[src/rtl/cla_addsub_pipe_16bits.sv]
// Two-stage pipelined carry-lookahead adder/subtractor.
// Stage 1 resolves the low half and captures the inter-half carry. Stage 2
// resolves the high half from that carry and registers the result and flags.
//
// Handshake: a beat transfers on any rising edge where valid && ready are both
// high. A producer holds its payload stable while valid is high and ready is
// low. ready never depends on the same side's valid. in_ready depends only on
// pipeline occupancy and out_ready.
module cla_addsub_pipe_16bits #(
  parameter int WIDTH = 16,
  parameter int LOW_W = WIDTH / 2
) (
  input  logic             clk,
  input  logic             rst_n,
  input  logic             in_valid,
  output logic             in_ready,
  input  logic [WIDTH-1:0] A,
  input  logic [WIDTH-1:0] B,
  input  logic             sub,
  input  logic             Bin,
  output logic             out_valid,
  input  logic             out_ready,
  output logic [WIDTH-1:0] S,
  output logic             CoBo,
  output logic             Ovf,
  output logic             Zero
);

  localparam int HIGH_W = WIDTH - LOW_W;
  localparam int MAX_W  = (LOW_W > HIGH_W) ? LOW_W : HIGH_W;
  localparam int NG     = (MAX_W + 3) / 4;
  localparam int PW     = 4 * NG;

  // Lookahead adder over 4-bit groups. Bits at or above w are padded as
  // propagate-only, so the final group carry is the carry out of bit w-1.
  // Returns {carry_out, sum}.
  function automatic logic [PW:0] cla_block(input logic [PW-1:0] a,
                                            input logic [PW-1:0] b,
                                            input logic          cin,
                                            input int            w);
    logic [PW-1:0] g, p, c;
    logic [NG-1:0] gg, gp;
    logic [NG:0]   gc;
    logic          t;
    for (int i = 0; i < PW; i++) begin
      g[i] = (i < w) ? (a[i] & b[i]) : 1'b0;
      p[i] = (i < w) ? (a[i] ^ b[i]) : 1'b1;
    end
    // group generate / propagate
    for (int k = 0; k < NG; k++) begin
      gg[k] = 1'b0;
      gp[k] = 1'b1;
      for (int i = 0; i < 4; i++) begin
        t = g[4*k+i];
        for (int j = i + 1; j < 4; j++) t = t & p[4*k+j];
        gg[k] = gg[k] | t;
        gp[k] = gp[k] & p[4*k+i];
      end
    end
    // group carries, each as a flat sum of products
    gc[0] = cin;
    for (int k = 0; k < NG; k++) begin
      t = cin;
      for (int n = 0; n <= k; n++) t = t & gp[n];
      gc[k+1] = t;
      for (int m = 0; m <= k; m++) begin
        t = gg[m];
        for (int n = m + 1; n <= k; n++) t = t & gp[n];
        gc[k+1] = gc[k+1] | t;
      end
    end
    // bit carries inside each group from the group carry-in
    for (int k = 0; k < NG; k++) begin
      for (int i = 0; i < 4; i++) begin
        t = gc[k];
        for (int j = 0; j < i; j++) t = t & p[4*k+j];
        c[4*k+i] = t;
        for (int j = 0; j < i; j++) begin
          t = g[4*k+j];
          for (int n = j + 1; n < i; n++) t = t & p[4*k+n];
          c[4*k+i] = c[4*k+i] | t;
        end
      end
    end
    return {gc[NG], p ^ c};
  endfunction

  // pipeline registers
  logic              s1_valid_q;
  logic [LOW_W-1:0]  s1_sum_lo_q;
  logic              s1_c_q;
  logic [HIGH_W-1:0] s1_a_hi_q;
  logic [HIGH_W-1:0] s1_bx_hi_q;
  logic              s1_sub_q;
  logic              s2_valid_q;
  logic [WIDTH-1:0]  s_q;
  logic              cobo_q, ovf_q, zero_q;

  logic              s1_adv, s2_adv;
  logic [WIDTH-1:0]  bx;
  logic              c0;
  logic [PW:0]       lo_res, hi_res;
  logic [WIDTH-1:0]  s_d;
  logic              cout, cobo_d, ovf_d, zero_d;
  logic              a_msb, bx_msb;

  assign s2_adv   = !s2_valid_q || out_ready;
  assign s1_adv   = !s1_valid_q || s2_adv;
  assign in_ready = s1_adv;

  // Subtraction is A + ~B + ~Bin, so a borrow-in removes the +1.
  assign bx     = sub ? ~B : B;
  assign c0     = sub ? ~Bin : Bin;
  assign lo_res = cla_block(PW'(A[LOW_W-1:0]), PW'(bx[LOW_W-1:0]), c0, LOW_W);

  // The operand sign bits travel as the top bits of the registered high halves.
  assign a_msb  = s1_a_hi_q[HIGH_W-1];
  assign bx_msb = s1_bx_hi_q[HIGH_W-1];
  assign hi_res = cla_block(PW'(s1_a_hi_q), PW'(s1_bx_hi_q), s1_c_q, HIGH_W);
  assign s_d    = {hi_res[HIGH_W-1:0], s1_sum_lo_q};
  assign cout   = hi_res[PW];
  assign cobo_d = s1_sub_q ? ~cout : cout;
  assign ovf_d  = (a_msb == bx_msb) && (s_d[WIDTH-1] != a_msb);
  assign zero_d = (s_d == '0);

  // Stage 1: capture the resolved low half and the high-half operands.
  always_ff @(posedge clk or negedge rst_n) begin
    if (!rst_n) begin
      s1_valid_q  <= 1'b0;
      s1_sum_lo_q <= '0;
      s1_c_q      <= 1'b0;
      s1_a_hi_q   <= '0;
      s1_bx_hi_q  <= '0;
      s1_sub_q    <= 1'b0;
    end else if (s1_adv) begin
      s1_valid_q <= in_valid;
      if (in_valid) begin
        s1_sum_lo_q <= lo_res[LOW_W-1:0];
        s1_c_q      <= lo_res[PW];
        s1_a_hi_q   <= A[WIDTH-1:LOW_W];
        s1_bx_hi_q  <= bx[WIDTH-1:LOW_W];
        s1_sub_q    <= sub;
      end
    end
  end

  // Stage 2: register the full result and flags; hold them under backpressure.
  always_ff @(posedge clk or negedge rst_n) begin
    if (!rst_n) begin
      s2_valid_q <= 1'b0;
      s_q        <= '0;
      cobo_q     <= 1'b0;
      ovf_q      <= 1'b0;
      zero_q     <= 1'b0;
    end else if (s2_adv) begin
      s2_valid_q <= s1_valid_q;
      if (s1_valid_q) begin
        s_q    <= s_d;
        cobo_q <= cobo_d;
        ovf_q  <= ovf_d;
        zero_q <= zero_d;
      end
    end
  end

  assign out_valid = s2_valid_q;
  assign S         = s_q;
  assign CoBo      = cobo_q;
  assign Ovf       = ovf_q;
  assign Zero      = zero_q;

endmodule

[config.mk]
export PLATFORM = sky130hd
export DESIGN_NAME = cla_addsub_pipe_16bits
export DESIGN_NICKNAME = d
export VERILOG_FILES = /design/src/rtl/cla_addsub_pipe_16bits.sv
export SDC_FILE = /design/constraint.sdc
export NUM_CORES = 1
export LEC_CHECK = 0
export CAP_MARGIN = 30
export CORE_MARGIN = 2
export CORE_UTILIZATION = 54
export CTS_CLUSTER_SIZE = 14
export DETAILED_ROUTE_END_ITERATION = 7
export HOLD_SLACK_MARGIN = 0.1
export PLACE_DENSITY = 0.85
export SETUP_SLACK_MARGIN = 0.15
export SLEW_MARGIN = 25
export SYNTH_ARGS = -nofsm -noshare
export SYNTH_HDL_FRONTEND = slang
export SYNTH_SLANG_ARGS = --single-unit
export TNS_END_PERCENT = 1
[constraint.sdc]
create_clock -name clk -period 4.9 [get_ports clk]
set_input_delay 0.735 -clock clk [delete_from_list [all_inputs] [get_ports clk]]
set_output_delay 0.735 -clock clk [all_outputs]
set_load 0.01 [all_outputs]
## Yosys cells after proc, flatten, opt, wreduce, memory -nomap -nowiden

Index checks and enable logic that the tools add are counted.

- Flip-flop bits (word level): 47
- Output and inout port bits: 21
- Word-level logic and storage cells: 157

- Multiplexer cells: 3
- Reductions and logical operators: 8
- Equality and inequality tests: 2
- Bitwise operators: 133

Operators with widths:

| kind | count |
|---|---|
| 1-bit bitwise AND | 70 |
| 1-bit OR | 42 |
| 16-bit zero test | 1 |
| 16-bit two-way mux | 1 |
| 16-bit NOT | 1 |
| 1-bit bitwise XOR | 16 |
| 8-bit bitwise XOR | 2 |
| 2-bit AND reduction | 2 |
| 1-bit zero test | 2 |
| 1-bit logical OR | 2 |
| 1-bit two-way mux | 2 |
| 1-bit NOT | 2 |
| 1-bit == test | 1 |
| 1-bit logical AND | 1 |
| 1-bit != test | 1 |

## Depth between registers and ports, before layout

- Depth after elaboration: 17
- Mapped depth: 13
- Gate-level depth less buffers: 11

## Worst setup path before layout

No wires, ideal clock.

- Path kind: input to register
- Start point: input port sub
- End point: register s1_sum_lo_q[7]
- Arrival time: 2849 ps
- Setup time: 129 ps
- Stages: 13
- Path slack: 1922 ps
- Buffers on the path: 2
- Required time: 4771 ps
- Cells stage by stage: buf_4 buf_2 xor2_1 ha_1 a21o_1 a31oi_1 o21ai_0 ha_1 o21ai_0 nand2b_1 a21oi_1 xor2_1 o21ai_0

- Longest elaborated chain between the ends: 16
- Elaborated cells between the ends (all ways): 41

Ends and longest elaborated chain:

| item | line | text |
|---|---|---|
| from (decl) | 19 | `input logic sub,` |
| 16-bit two-way mux | 112 | `assign bx = sub ? ~B : B;` |
| 1-bit bitwise AND or 1-bit bitwise XOR (tied branches) | 46, 47 |  |
| 1-bit bitwise AND (3 in series) | 55 | `for (int j = i + 1; j < 4; j++) t = t & p[4*k+j];` |
| 1-bit OR (3 in series) | 56 | `gg[k] = gg[k] \| t;` |
| 1-bit OR | 69 | `gc[k+1] = gc[k+1] \| t;` |
| 1-bit bitwise AND (3 in series) | 76 | `for (int j = 0; j < i; j++) t = t & p[4*k+j];` |
| 1-bit OR (3 in series) | 81 | `c[4*k+i] = c[4*k+i] \| t;` |
| 8-bit bitwise XOR * | 85 | `return {gc[NG], p ^ c};` |
| to (signal assigned) | 138 | `s1_sum_lo_q <= lo_res[LOW_W-1:0];` |
| to (decl) | 90 | `logic [LOW_W-1:0] s1_sum_lo_q;` |

Mark *: on every way between the ends. The rest lies on a longest branch, timed or not.
A chain may end at the register's enable or synchronous reset.

## Worst setup path after layout

- Start point: register s1_a_hi_q[0]
- End point: register zero_q (netlist: Zero)

- Elaborated cells between the ends (all ways): 33

RTL lines:

| item | line | text |
|---|---|---|
| from (decl) | 92 | `logic [HIGH_W-1:0] s1_a_hi_q;` |
| from (signal assigned) | 140 | `s1_a_hi_q <= A[WIDTH-1:LOW_W];` |
| 1-bit bitwise AND | 46 | `g[i] = (i < w) ? (a[i] & b[i]) : 1'b0;` |
| 1-bit bitwise AND (3 in series) | 55 |  |
| 1-bit OR (3 in series) | 56 |  |
| 1-bit OR * | 69 |  |
| 8-bit bitwise XOR * | 85 |  |
| via hi_res[4] | 102 | `logic [PW:0] lo_res, hi_res;` |
| 16-bit zero test * | 124 | `assign zero_d = (s_d == '0);` |
| to (signal assigned) | 161 | `zero_q <= zero_d;` |
| to (decl) | 97 | `logic cobo_q, ovf_q, zero_q;` |

The timed path passes the listed nets; every way through them passes the cells marked *.

==> impl_metrics.json <==
{
  "coreArea_um2": 4690,
  "crit_slowest_cell": "fa_1",
  "synth_edf_count": 0,
  "cts_tree": "built",
  "end_kind": "register",
  "clock-sinks": 47,
  "cts_buffers": 5,
  "finalHoldViolCount": 0,
  "cts.htree.levels": 2,
  "min_period_ns": 3.20,
  "wl_um": 4890,
  "dp_hpwl_um": 3770,
  "worstPathArrival_ns": 3.45,
  "netlist.area_leader.share": 0.453,
  "multi_input_area_um2": 1340,
  "fin_skew_ns": 0.0121,
  "syn_avg_cell_area_um2": 10.7,
  "rsz0062_at_grt": "false",
  "worstSetupPathType": "reg -> reg",
  "path_cells": "ha_1 -> a21o_1 -> a21oi_1 -> o21ai_0 -> fa_1 -> nor4_2 -> nand2_1 -> or4b_1 -> nor3b_1 -> a32o_2",
  "p_total_uw": 1380,
  "drive_gt1_frac": 0.106,
  "ff_latch_area_um2": 1180,
  "syn_inst": 243,
  "fillers": 350,
  "grt-ovfl-total": 0,
  "p_leak_uw": 0.00148,
  "via_per_inst": 5.30,
  "drt_pass1_iterations": 4,
  "diodes": 0,
  "synth_cell_types": 32,
  "hp-class": "in -> async",
  "r2r_slack_ns": 1.70,
  "synth_fp_nets": 305,
  "die_w_um": 73.4,
  "cellPowerDensity_nw_per_um2": 412,
  "worst_path_dominant_cell_family": "simple AND/OR/NAND/NOR gates",
  "antenna_found_initial": 0,
  "final_cell_mix": "57 x clkdlybuf4s50_1, 47 x dfrtp_1, 30 x nand2_1",
  "max_slew_margin": 0.602,
  "track_usage": 0.211,
  "synthTopCellsByArea": "dfrtp_1 45%, ha_1 9.6%, mux2_2 8.2%",
  "drtIter0Drc": 97,
  "grt_first_pass_wirelength_um": 8720,
  "report.final.slew_viol_count": 0,
  "reg2reg_from": "s1_a_hi_q[0]$_DFFE_PN0P_",
  "cp_num_buf_inv": 0,
  "rows": 25,
  "cp-start-kind": "register",
  "antenna_left": 0,
  "die_height_um": 73.4,
  "grt_max_degree": 43,
  "fin_nets": 365,
  "r2r_cells": 10,
  "instances_no_fill": 357,
  "cp_max_fo": 4,
  "synth_area_um2": 2600,
  "clk_latency_ns": 0.30,
  "finalCritPeriodShare": 0.654,
  "grt_pass1_vias": 1955,
  "post-cts-setup-buffers": 0,
  "ctsLongestPathBuffers": 2,
  "status": "finished, final reports clean",
  "ctsResizeCount": 0,
  "cts.clk_slew.worst_paths_ns": 0.08,
  "die-area_um2": 5380,
  "drv_cap": 0,
  "gp_congestion": 0.882,
  "r2r-end": "Zero$_DFFE_PN0P_",
  "startpoint": "s1_a_hi_q[0]$_DFFE_PN0P_",
  "vias": 1892,
  "ys_ff_latch": 47,
  "ctsHoldBuffers": 0,
  "crit_end": "Zero$_DFFE_PN0P_",
  "synth.yosys.seq_area_share": 0.453,
  "synth_warnings": 0,
  "io_pins": 59,
  "yosysTopAreaCell": "dfrtp_1",
  "irDropWorstVdd_mv": 0.211,
  "placed_cells": 350,
  "tightest_slew_ns": 0.591,
  "crit_required_ns": 5.14,
  "area_growth_pct": 28.7,
  "start_util": 0.554,
  "finalSetupViolations": 0,
  "slowest_delay_ns": 0.58,
  "max_freq_mhz": 312,
  "crit_cells": 10,
  "portBuffers": 58,
  "cts_root_buf": "clkbuf_8",
  "async_flop_share": 1.00,
  "whs_ns": 0.357,
  "final_common_cell": "clkdlybuf4s50_1",
  "drc": 0,
  "ys.flop_type": "dfrtp_1",
  "wire_per_inst_um": 13.7,
  "fin_setup_tns_ns": 0
}
## power breakdown
| group | internal, uW | leakage, uW | switching (uW) |
|---|---|---|---|
| sequential | 497 | 0.000566 | 70.2 |
| combinational | 299 | 0.000866 | 243 |
| clock | 150 | 0.0000513 | 120 |
| total | 945 | 0.00148 | 433 |
## final cells by class
| cell class | count | area share |
|---|---|---|
| Multi-Input combinational cell | 177 | 0.401 |
| Sequential cell | 47 | 0.352 |
| Timing Repair Buffer | 62 | 0.185 |
| Clock buffer | 6 | 0.0217 |
| Tap cell | 54 | 0.0202 |
| Inverter | 10 | 0.0112 |
| Clock inverter | 1 | 0.00898 |
## synth_stat cells, drive strengths merged (2+ instances only)
cell type  instances
xor2              15
fa                 4
nand3              2
nor2               6
a21oi             12
nand4              2
buf                5
dfrtp             47
mux2              19
ha                20
o21a               2
inv               10
nand2             30
nand2b             6
a21o               2
nor4               2
o21ai             28
nand3b             2
xnor2             15
clkbuf             4
## cells by family (layout without fill, tap and decap cells)
family                     Yosys count  count (layout)  share of synthesized area
and+or+nand+nor                     54              54                     0.0992
AOI/OAI and AO/OA                   50              50                      0.107
DFF                                 47              47                      0.453
xor gates and xnor gates            30              30                      0.101
adders and majority gates           24              24                      0.127
muxes                               19              19                     0.0823
buffers and inverters               19              79                     0.0308
## metal layers
layer / GRT usage / routed length (um) / part of all wire / vias to the layer above
li1: - / - / - / 950
met1: 0.273 / 2180 / 0.45 / 880
met2: 0.342 / 2350 / 0.48 / 49
met3: 0.0508 / 221 / 0.045 / 13
met4: 0.0808 / 136 / 0.028 / 0
met5: 0 / 0 / 0 / -
## state kept, by name, indices dropped and copies added, names as in the netlist
name and cells:
CoBo 1, s1_a_hi_q 8, s1_bx_hi_q 8, s1_sum_lo_q 8, s1_c_q 1, out_valid 1
Zero 1, s1_sub_q 1, Ovf 1, s1_valid_q 1, S 16
## per-stage QoR
step / utilization / instance area (um^2) / setup slack [ns]
3_5_place_dp: 0.691 / 3240 / 1.43
4_1_cts: 0.713 / 3340 / 1.66
2_1_floorplan: - / 2600 / 1.92
3_3_place_gp: 0.687 / 3220 / 1.53
5_1_grt: 0.713 / 3340 / 1.51
6_report: 0.713 / 3340 / 1.70
## worst min-delay path by stage
stage,to,cells after the start,slack (ns)
floorplan,CoBo$_DFFE_PN0P_,0,0.44
global placement,S[15]$_DFFE_PN0P_,2,0.46
detailed placement,S[15]$_DFFE_PN0P_,2,0.47
CTS,s1_a_hi_q[1]$_DFFE_PN0P_,1,0.37
global route,s1_valid_q$_DFFE_PN0N_,1,0.38
finish,s1_a_hi_q[4]$_DFFE_PN0P_,1,0.36
No activity file was read; power rests on OpenSTA's default activity.
